===== src/rtl/readout_pkg.sv =====
// Shared types and constants for the readout round-robin merger.
// Also holds the wrap-around index helper used by the arbiter.
package readout_pkg;

    localparam int DATA_W = 32;
    localparam int GID_W  = 4;

    typedef enum logic {
        ST_IDLE  = 1'b0,
        ST_GRANT = 1'b1
    } rr_state_t;

    function automatic logic [GID_W-1:0] wrap_add(
        input logic [GID_W-1:0] base,
        input logic [GID_W-1:0] off,
        input int unsigned      n
    );
        logic [GID_W:0] s;
        s = {1'b0, base} + {1'b0, off};
        if (s >= n[GID_W:0]) begin
            s = s - n[GID_W:0];
        end
        return s[GID_W-1:0];
    endfunction

endpackage


===== src/rtl/readout_rr_merger_if.sv =====
// Push/pop link between the merger control and its output buffer.
// The merger drives pushes and pops; the buffer reports its fill state.
interface readout_rr_merger_if;
    import readout_pkg::*;

    logic              push;
    logic [DATA_W-1:0] push_data;
    logic              pop;
    logic              full;
    logic              empty;
    logic [DATA_W-1:0] pop_data;

    modport master (
        output push, push_data, pop,
        input  full, empty, pop_data
    );

    modport slave (
        input  push, push_data, pop,
        output full, empty, pop_data
    );

endinterface


===== src/rtl/readout_skid_buffer.sv =====
// Two-entry FWFT output buffer for the readout merger.
// Push and pop in the same cycle are accepted even when full.
module readout_skid_buffer
    import readout_pkg::*;
(
    input  logic                clk,
    input  logic                rst_n,
    readout_rr_merger_if.slave  bif
);

    logic [DATA_W-1:0] r_mem [2];
    logic              r_wr;
    logic              r_rd;
    logic [1:0]        r_cnt;
    logic              w_push;
    logic              w_pop;

    assign w_pop  = bif.pop && (r_cnt != 2'd0);
    assign w_push = bif.push && ((r_cnt != 2'd2) || w_pop);

    always_ff @(posedge clk or negedge rst_n) begin
        if (!rst_n) begin
            r_mem[0] <= '0;
            r_mem[1] <= '0;
            r_wr     <= 1'b0;
            r_rd     <= 1'b0;
            r_cnt    <= 2'd0;
        end else begin
            if (w_push) begin
                r_mem[r_wr] <= bif.push_data;
                r_wr        <= ~r_wr;
            end
            if (w_pop) begin
                r_rd <= ~r_rd;
            end
            case ({w_push, w_pop})
                2'b10:   r_cnt <= r_cnt + 2'd1;
                2'b01:   r_cnt <= r_cnt - 2'd1;
                default: r_cnt <= r_cnt;
            endcase
        end
    end

    assign bif.full     = (r_cnt == 2'd2);
    assign bif.empty    = (r_cnt == 2'd0);
    assign bif.pop_data = (r_cnt == 2'd0) ? '0 : r_mem[r_rd];

endmodule


===== src/rtl/readout_rr_merger.sv =====
// Round-robin merger of N_SRC FWFT source FIFOs into one FWFT stream.
// Grants are bursts of up to MAX_BURST words with one idle cycle between.
module readout_rr_merger
    import readout_pkg::*;
#(
    parameter int N_SRC     = 4,
    parameter int MAX_BURST = 16
) (
    input  logic                    BUS_CLK,
    input  logic                    BUS_RST_N,
    input  logic [N_SRC-1:0]        SRC_EN,
    input  logic [N_SRC-1:0]        SRC_EMPTY,
    input  logic [DATA_W*N_SRC-1:0] SRC_DATA,
    output logic [N_SRC-1:0]        SRC_READ,
    input  logic                    FIFO_READ_NEXT_IN,
    output logic                    FIFO_EMPTY_OUT,
    output logic [DATA_W-1:0]       FIFO_DATA_OUT,
    output logic [GID_W-1:0]        GRANT_ID,
    output logic                    READ_ERROR
);

    localparam int SRC_MAX = 1 << GID_W;
    localparam int CNT_W   = 8;

    rr_state_t          r_state;
    rr_state_t          w_state_nxt;
    logic [GID_W-1:0]   r_ptr;
    logic [GID_W-1:0]   w_ptr_nxt;
    logic [GID_W-1:0]   r_gnt;
    logic [GID_W-1:0]   w_gnt_nxt;
    logic [CNT_W-1:0]   r_cnt;
    logic [CNT_W-1:0]   w_cnt_nxt;
    logic               r_rd_err;

    logic [N_SRC-1:0]   w_avail;
    logic [SRC_MAX-1:0] w_avail_x;
    logic [GID_W-1:0]   w_idx;
    logic [GID_W-1:0]   w_pick;
    logic               w_found;
    logic               w_g_ok;
    logic               w_pop_ok;
    logic               w_space;
    logic               w_take;

    readout_rr_merger_if bif ();

    readout_skid_buffer u_buf (
        .clk   (BUS_CLK),
        .rst_n (BUS_RST_N),
        .bif   (bif)
    );

    assign w_avail   = SRC_EN & ~SRC_EMPTY;
    assign w_avail_x = SRC_MAX'(w_avail);

    // Scan from the highest offset down so the lowest offset wins.
    always_comb begin
        w_found = 1'b0;
        w_pick  = '0;
        w_idx   = '0;
        for (int k = N_SRC - 1; k >= 0; k--) begin
            w_idx = wrap_add(r_ptr, GID_W'(k), N_SRC);
            if (w_avail_x[w_idx]) begin
                w_found = 1'b1;
                w_pick  = w_idx;
            end
        end
    end

    assign w_pop_ok = FIFO_READ_NEXT_IN && !bif.empty;
    assign w_space  = !bif.full || w_pop_ok;
    assign w_g_ok   = (r_state == ST_GRANT) && w_avail_x[r_gnt];
    assign w_take   = w_g_ok && w_space;

    assign bif.push      = w_take;
    assign bif.push_data = SRC_DATA[DATA_W*int'(r_gnt) +: DATA_W];
    assign bif.pop       = w_pop_ok;

    always_comb begin
        w_state_nxt = r_state;
        w_ptr_nxt   = r_ptr;
        w_gnt_nxt   = r_gnt;
        w_cnt_nxt   = r_cnt;
        unique case (r_state)
            ST_IDLE: begin
                if (w_found) begin
                    w_state_nxt = ST_GRANT;
                    w_gnt_nxt   = w_pick;
                    w_cnt_nxt   = '0;
                end
            end
            ST_GRANT: begin
                if (!w_g_ok ||
                    (w_take && (r_cnt == CNT_W'(MAX_BURST - 1)))) begin
                    w_state_nxt = ST_IDLE;
                    w_ptr_nxt   = wrap_add(r_gnt, GID_W'(1), N_SRC);
                    w_cnt_nxt   = '0;
                end else if (w_take) begin
                    w_cnt_nxt = r_cnt + CNT_W'(1);
                end
            end
            default: begin
                w_state_nxt = ST_IDLE;
            end
        endcase
    end

    always_ff @(posedge BUS_CLK or negedge BUS_RST_N) begin
        if (!BUS_RST_N) begin
            r_state  <= ST_IDLE;
            r_ptr    <= '0;
            r_gnt    <= '0;
            r_cnt    <= '0;
            r_rd_err <= 1'b0;
        end else begin
            r_state  <= w_state_nxt;
            r_ptr    <= w_ptr_nxt;
            r_gnt    <= w_gnt_nxt;
            r_cnt    <= w_cnt_nxt;
            r_rd_err <= FIFO_READ_NEXT_IN && bif.empty;
        end
    end

    assign SRC_READ       = w_take ? (N_SRC'(1) << r_gnt) : '0;
    assign FIFO_EMPTY_OUT = bif.empty;
    assign FIFO_DATA_OUT  = bif.pop_data;
    assign GRANT_ID       = r_gnt;
    assign READ_ERROR     = r_rd_err;

endmodule


===== config.mk =====
export PLATFORM = sky130hd
export DESIGN_NAME = readout_rr_merger
export DESIGN_NICKNAME = d
export VERILOG_FILES = /design/src/rtl/readout_pkg.sv /design/src/rtl/readout_rr_merger_if.sv /design/src/rtl/readout_skid_buffer.sv /design/src/rtl/readout_rr_merger.sv
export SDC_FILE = /design/constraint.sdc
export NUM_CORES = 1
export LEC_CHECK = 0
export BUFFER_PORTS_ARGS = -buffer_cell sky130_fd_sc_hd__buf_4
export CAP_MARGIN = 20
export CORE_MARGIN = 3
export CORE_UTILIZATION = 52
export DETAILED_ROUTE_END_ITERATION = 16
export HOLD_SLACK_MARGIN = 0.15
export PLACE_DENSITY = 0.81
export SLEW_MARGIN = 20
export SYNTH_ARGS = -nofsm -noshare
export SYNTH_HDL_FRONTEND = slang
export SYNTH_HIERARCHICAL = 1
export SYNTH_SLANG_ARGS = --single-unit

===== constraint.sdc =====
create_clock -name BUS_CLK -period 2.9 [get_ports BUS_CLK]
set_input_delay 0.29 -clock BUS_CLK [delete_from_list [all_inputs] [get_ports BUS_CLK]]
set_output_delay 0.29 -clock BUS_CLK [all_outputs]
set_load 0.02 [all_outputs]

==> impl_metrics.toml, run 1 <==
[outcome]
outcome = "complete, no violations"

[synthesis]
synth_area_per_cell_um2 = 12.0
synth_xor_area_share_pct = 1.97
yosysWarnings = 6
synth.mux.area_fraction_pct = 33.3
yosysSeqAreaShare_pct = 37.6
syn_inst = 475
synthArstFlopShare_pct = 100
synthSimpleGateAreaFrac_pct = 13.0
ys_seq_elements = 86
synth_most_common_cell = "dfrtp_1"
synth.area.top_cells = "dfrtp_1 38%, mux4_2 13%, mux2i_1 6.8%"
synthDistinctLibCells = 63
synth_common_cells = "86 x dfrtp_1, 43 x nor2_1, 39 x mux2i_1, 36 x and2_1, 34 x mux2_1"
synth_compound_area_share_pct = 7.02
synth_top_flop_cell = "dfrtp_1"
post-synth-top-area-cell = "dfrtp_1"
synthAdderAreaFrac_pct = 3.28
synth_area_um2 = 5720
syn_nets = 629
synth_top_family_by_area = "multiplexers"
synth_edf_count = 0
synth_top_area_share_pct = 37.6

[global_route]
antenna_found_initial = 0
busiest_layer = "met2"
grt_pass1_vias = 4999
grt_util_all_layers_pct = 24.8
grt.met3_usage_pct = 5.13
grt_pass1_wl_um = 25100
use_met2_pct = 45.2
grt_use_met1_pct = 29.9
grt_max_degree = 50
grt_remaining_overflow = 0

[timing]
fin_crit_ns = 2.72
fmax_mhz = 367
finClkSkew_ns = 0.0150
fin_crit_sh_pct = 93.8
worst_pin_slew_ns = 0.651
slew_headroom_pct = 56.6
finalSetupTns_ns = 0
setup_viol = 0
hold_viol_final = 0
grt_setup_unrepaired = "false"
slew_violations = 0

[clock_network]
cts_tree = "yes"
clock-sinks = 86
postCtsSetupBuffers = 0
h-tree-depth = 3
cts_buffers = 9
path_clk_slew_ns = 0.09
clk_path_buf_depth = 2
clk_latency_ns = 0.35
cts_root_buf = "clkbuf_8"

[critical_path]
timing.rr.end = "GRANT_ID[0]"
reg2regPathDepth = 11
criticalPathCategory = "reg2reg"
worstReg2RegStart = "r_ptr[1]"
critical_path.startpoint_type = "flop"
crit_end = "GRANT_ID[0]"
endpoint_kind = "flop"
critPathRequiredTime_ns = 3.10
crit_path_max_fanout = 8
reg2reg_setup_slack_ns = 0.18
cp.arrival_ns = 2.92
setup.worst_path.start = "r_ptr[1]"

[power]
peakVddDrop_v = 0.000639
power_density_nw_per_um2 = 1050
power_leakage_nw = 3.50

[drt]
wl_per_cell_um = 19.0
vias = 4584
drt_pass1_iterations = 4
drt_wl_total_um = 15100
drc = 0
viasPerCell = 5.75
ant_nets = 0
drt-initial-drc-count = 198

[floorplan]
die_w_um = 111
die_h_um = 111
top_level_ports = 181
die_area_um2 = 12300
rows = 37
coreArea_um2 = 10500
initial_core_util_pct = 54.4

[finish]
stdcell_count = 797
layout-drive-gt1-share_pct = 46.3
n_antenna_cell = 0
nFillCells = 771
fin_nets = 810
fin_util_pct = 71.0
syn_to_final_growth_pct = 30.5

[placement]
globalplace.congestion = 0.818
dp.cells = 780
hpwl_um = 11400
io_buffer_count = 180

[min_path]
hold_depth = 2
hold_path_class = "in2reg"
hp-start = "FIFO_READ_NEXT_IN"

[flow_run]
maxCapViolCount = 0
[power by group]
group          switching [W]  internal, W
sequential          0.000427      0.00174
combinational        0.00238      0.00234
clock               0.000438     0.000490
total                0.00324      0.00458
[routing by layer]
metal  part of all wire (%)  up-vias  wire, um
met1                     40     2324      6040
met3                    5.0       19       757
met5                      0        -         0
met4                    1.6        0       236
met2                     54      134      8110
li1                       -     2107         -
[area by class of cell]
type                    instances  area [um2]  area share (%)
flip-flops and latches         86        2160            28.9
multi-input cells             348        3370            45.2
inverters                      13        48.8           0.654
well taps                     136         170            2.28
repair buffers                198        1500            20.1
clock buffers                  11         131            1.76
clock inverters                 5        83.8            1.12
[cell families after synthesis]
family	Yosys count
adder cells (fa/ha/maj)	15
buffers and inverters	41
AND/OR/NAND/NOR	136
flip-flops	86
XOR/XNOR	12
AO/OA/AOI/OAI	45
multiplexers	140
[state kept, by name, summed over array words and instances, names as in the netlist]
register and flops:
u_buf/r_mem 64, r_state 1, r_ptr 4, u_buf/r_wr 1, GRANT_ID 4, u_buf/r_rd 1
READ_ERROR 1, r_cnt 8, u_buf/r_cnt 2
[stage by stage]
stage / area (um2) / hold WS [ns] / total power, W / worst slack [ns]
final: 7460 / 0.170 / 0.00782 / 0.179
after global routing: 7460 / 0.176 / 0.00835 / 0.00342
after CTS: 7460 / 0.161 / 0.00786 / 0.0633
after detailed placement: 7230 / 0.352 / 0.00691 / -0.0536
after floorplan: 5720 / -0.00559 / 0.00541 / 0.142
after global placement: 7230 / 0.339 / 0.00672 / 0.210
[worst max-delay path, cell delays in order (launching register included)]
cell       delay (ns)
dfrtp_2          0.47
inv_2            0.14
ha_1             0.22
a21oi_4          0.07
xnor2_2          0.23
inv_1            0.08
ha_1             0.18
and2_0           0.20
o32ai_4          0.34
nand3_1          0.13
a2111oi_2        0.42
a221oi_1         0.10
[how the worst min path moves through the flow]
stage	end	slack, ns
global route	READ_ERROR	0.18
global placement	u_buf/r_mem[11]	0.34
CTS	READ_ERROR	0.16
detailed placement	u_buf/r_mem[11]	0.35
finish	READ_ERROR	0.17
floorplan	GRANT_ID[0]	-0.006
[cell usage in the layout, fill, tap and decap left out, drive strengths merged, types with 3 or more instances in the layout]
cell type / n
buf: 197
dfrtp: 86
mux2: 68
nor2: 45
mux2i: 39
and2: 38
mux4: 33
ha: 15
inv: 14
nand2: 13
clkbuf: 11
o21ai: 9
xor2: 7
nand3: 7
nor3b: 7
a21oi: 7
nor2b: 6
and3: 5
xnor2: 5
nor4: 4
a31oi: 3
a21o: 3
[what timing repair did]
| item | CTS | global route |
|---|---|---|
| gates resized for setup | 2 | 3 |
| pin swaps | 0 | 0 |
| hold endpoints to repair | 47 | 0 |
| hold buffers | 1 | 0 |
| endpoints found under the setup margin | 1 | 2 |
(Power assumes the default switching activity.)
==> run 2: changes to the inputs <==
CORE_UTILIZATION = 53   (was 52)
HOLD_SLACK_MARGIN = 0.02   (was 0.15)
PLACE_DENSITY = 0.82   (was 0.81)
SYNTH_HIERARCHICAL = not set   (was 1)
==> impl_metrics.toml, run 2 <==
[synthesis]
yosysWarnings = 0
synthArstFlopShare_pct = 100
synth_xor_area_share_pct = 1.78
synth.mux.area_fraction_pct = 35.5
syn_nets = 636
synth_top_flop_cell = "dfrtp_1"
synthDistinctLibCells = 61
synth_top_family_by_area = "multiplexers"
yosysSeqAreaShare_pct = 36.4
synth.area.top_cells = "dfrtp_1 36%, mux2_4 15%, mux4_2 13%"
synth_compound_area_share_pct = 5.46
synth_edf_count = 0
synth_common_cells = "86 x dfrtp_1, 60 x mux2_4, 48 x nor2_1, 35 x mux2i_1, 34 x and2_1"
synthAdderAreaFrac_pct = 3.18
post-synth-top-area-cell = "dfrtp_1"
ys_seq_elements = 86
syn_inst = 482
synth_top_area_share_pct = 36.4
synth_area_per_cell_um2 = 12.3
synth_area_um2 = 5910
synth_most_common_cell = "dfrtp_1"
synthSimpleGateAreaFrac_pct = 13.7

[power]
switching_share_pct = 40.4
pwr-share-clk_pct = 12.0
peakVddDrop_v = 0.000497
p_switching_w = 0.00304
p_comb_share_pct = 59.1
intPower_w = 0.00448
seqPwrFrac_pct = 28.9
finalPower_w = 0.00752
power_leakage_nw = 3.66
power_density_nw_per_um2 = 995

[drt]
vias = 4541
drc = 0
ant_nets = 0
drt_pass1_iterations = 4
wl_per_cell_um = 18.4
viasPerCell = 5.73
drt-initial-drc-count = 219
drt_wl_total_um = 14600

[finish]
fin_area_um2 = 7550
final_cell_mix = "187 x buf_4, 83 x dfrtp_1, 60 x mux2_4, 47 x nor2_1, 35 x mux2i_1"
syn_to_final_growth_pct = 27.8
final_common_cell = "buf_4"
top_register = "u_buf.r_mem"
nFillCells = 757
largestRegisters = "u_buf.r_mem: 64 flops, r_cnt: 8 flops"
multiInputGateArea_um2 = 3540
stdcell_count = 793
largest_reg_flops = 64
layout-drive-gt1-share_pct = 49.9
fin_nets = 806
n_antenna_cell = 0
register_area_um2 = 2160

[timing]
worst_pin_slew_ns = 0.760
hold_viol_final = 30
finalSetupTns_ns = 0
finClkSkew_ns = 0.0125
fin_crit_ns = 2.65
slew_headroom_pct = 49.3
slew_violations = 0
setup_viol = 0
fin_crit_sh_pct = 91.4
grt_setup_unrepaired = "false"
fmax_mhz = 377
hold_ws_ns = -0.0346

[global_route]
grt_max_degree = 87
antenna_found_initial = 0
grt_util_all_layers_pct = 23.5
grt_pass1_wl_um = 23900
grt_remaining_overflow = 0
grt_pass1_vias = 4949

[placement]
globalplace.congestion = 0.862
dp.cells = 777
hpwl_um = 10800
dpl_cell_area_um2 = 7330
io_buffer_count = 180

[min_path]
hold_path_class = "in2async"

[critical_path]
cp_slowest_cell = "dfrtp_1"
critPathMaxStageDelay_ns = 0.55
criticalPathCategory = "reg2reg"
cp_top_family = "adder cells"
endpoint_kind = "flop"
cp.arrival_ns = 2.89
critical_path.startpoint_type = "flop"
crit_path_frequent_cell = "ha_1"
crit_path_max_fanout = 10
path_cells = "ha_1 > nand2_1 > xor2_1 > ha_1 > inv_1 > a32oi_2 > o211ai_2 > nor2b_1 > nor2_2 > mux2_1"
critPathRequiredTime_ns = 3.14
path_buf_inv = 1

[floorplan]
top_level_ports = 181
die_area_um2 = 12500
coreArea_um2 = 10600
rows = 37
die_w_um = 112
initial_core_util_pct = 55.8
die_h_um = 112

[flow_run]
maxCapViolCount = 0

[clock_network]
path_clk_slew_ns = 0.10
clk_latency_ns = 0.36
postCtsSetupBuffers = 0
cts_root_buf = "clkbuf_8"
hold_buffers = 0
cts_tree = "yes"
clock-sinks = 86
h-tree-depth = 3
clk_path_buf_depth = 2
cts_buffers = 9

[outcome]
outcome = "complete, but fails checks"
violations = "hold timing"
run 2: repair_timing:
| action | in CTS | in global routing |
|---|---|---|
| resized for setup | 0 | 1 |
| setup endpoints to repair | 0 | 4 |
| endpoints found under the hold margin | 0 | 0 |
run 2: per-stage QoR:
stage	hold slack [ns]	setup WS [ns]	utilization, %
after floorplan	-0.00559	0.368	-
final	-0.0346	0.250	71.2
after CTS	0.141	0.222	71.2
after detailed placement	0.493	0.233	69.2
after global placement	0.488	0.372	69.2
after global routing	0.0231	0.0392	71.2
run 2: path summary, 6_finish.rpt:
check	from	end	slack, ns	cells past startpoint
worst max-delay path	r_ptr[2]	GRANT_ID[0]	0.25	10
worst min register to register	u_buf.r_mem[25]	u_buf.r_mem[25]	0.52	1
max in group asynchronous	BUS_RST_N	u_buf.r_rd	2.37	1
worst max register to register	r_ptr[2]	GRANT_ID[0]	0.25	10
worst min-delay path	BUS_RST_N	u_buf.r_mem[63]	-0.03	1
min in group BUS_CLK	FIFO_READ_NEXT_IN	READ_ERROR	0.17	2
run 2: final cells by class:
| type | instances | share of cell area [%] |
|---|---|---|
| flip-flops and latches | 86 | 28.5 |
| clock buffers | 9 | 1.64 |
| inverters | 7 | 0.348 |
| well taps | 136 | 2.25 |
| clock inverters | 7 | 1.13 |
| multi-input cells | 358 | 46.8 |
| repair buffers | 190 | 19.3 |
run 2: power by group through the flow:
stage	logic [W]	clock network [W]	registers [W]
after floorplan	0.00329	0	0.00201
after global placement	0.00433	0	0.00214
after detailed placement	0.00445	0	0.00218
after CTS	0.00447	0.000919	0.00216
after global routing	0.00481	0.000965	0.00224
final	0.00445	0.000903	0.00217
run 2: layer usage:
layer | up-vias | track usage, % | part of all wire (%)
li1 | 2085 | - | -
met1 | 2265 | 28.9 | 40
met2 | 172 | 42.1 | 52
met3 | 19 | 3.75 | 5.8
met4 | 0 | 7.95 | 1.9
met5 | - | 0 | 0
run 2: kinds of logic (layout without fill, tap and decap cells):
kind of cell	count (synthesis)	in the layout
buf+inv	38	213
xor+xnor	12	12
flops	86	86
simple gates	148	148
fa+ha+maj	15	15
compound gates	46	46
mux	137	137
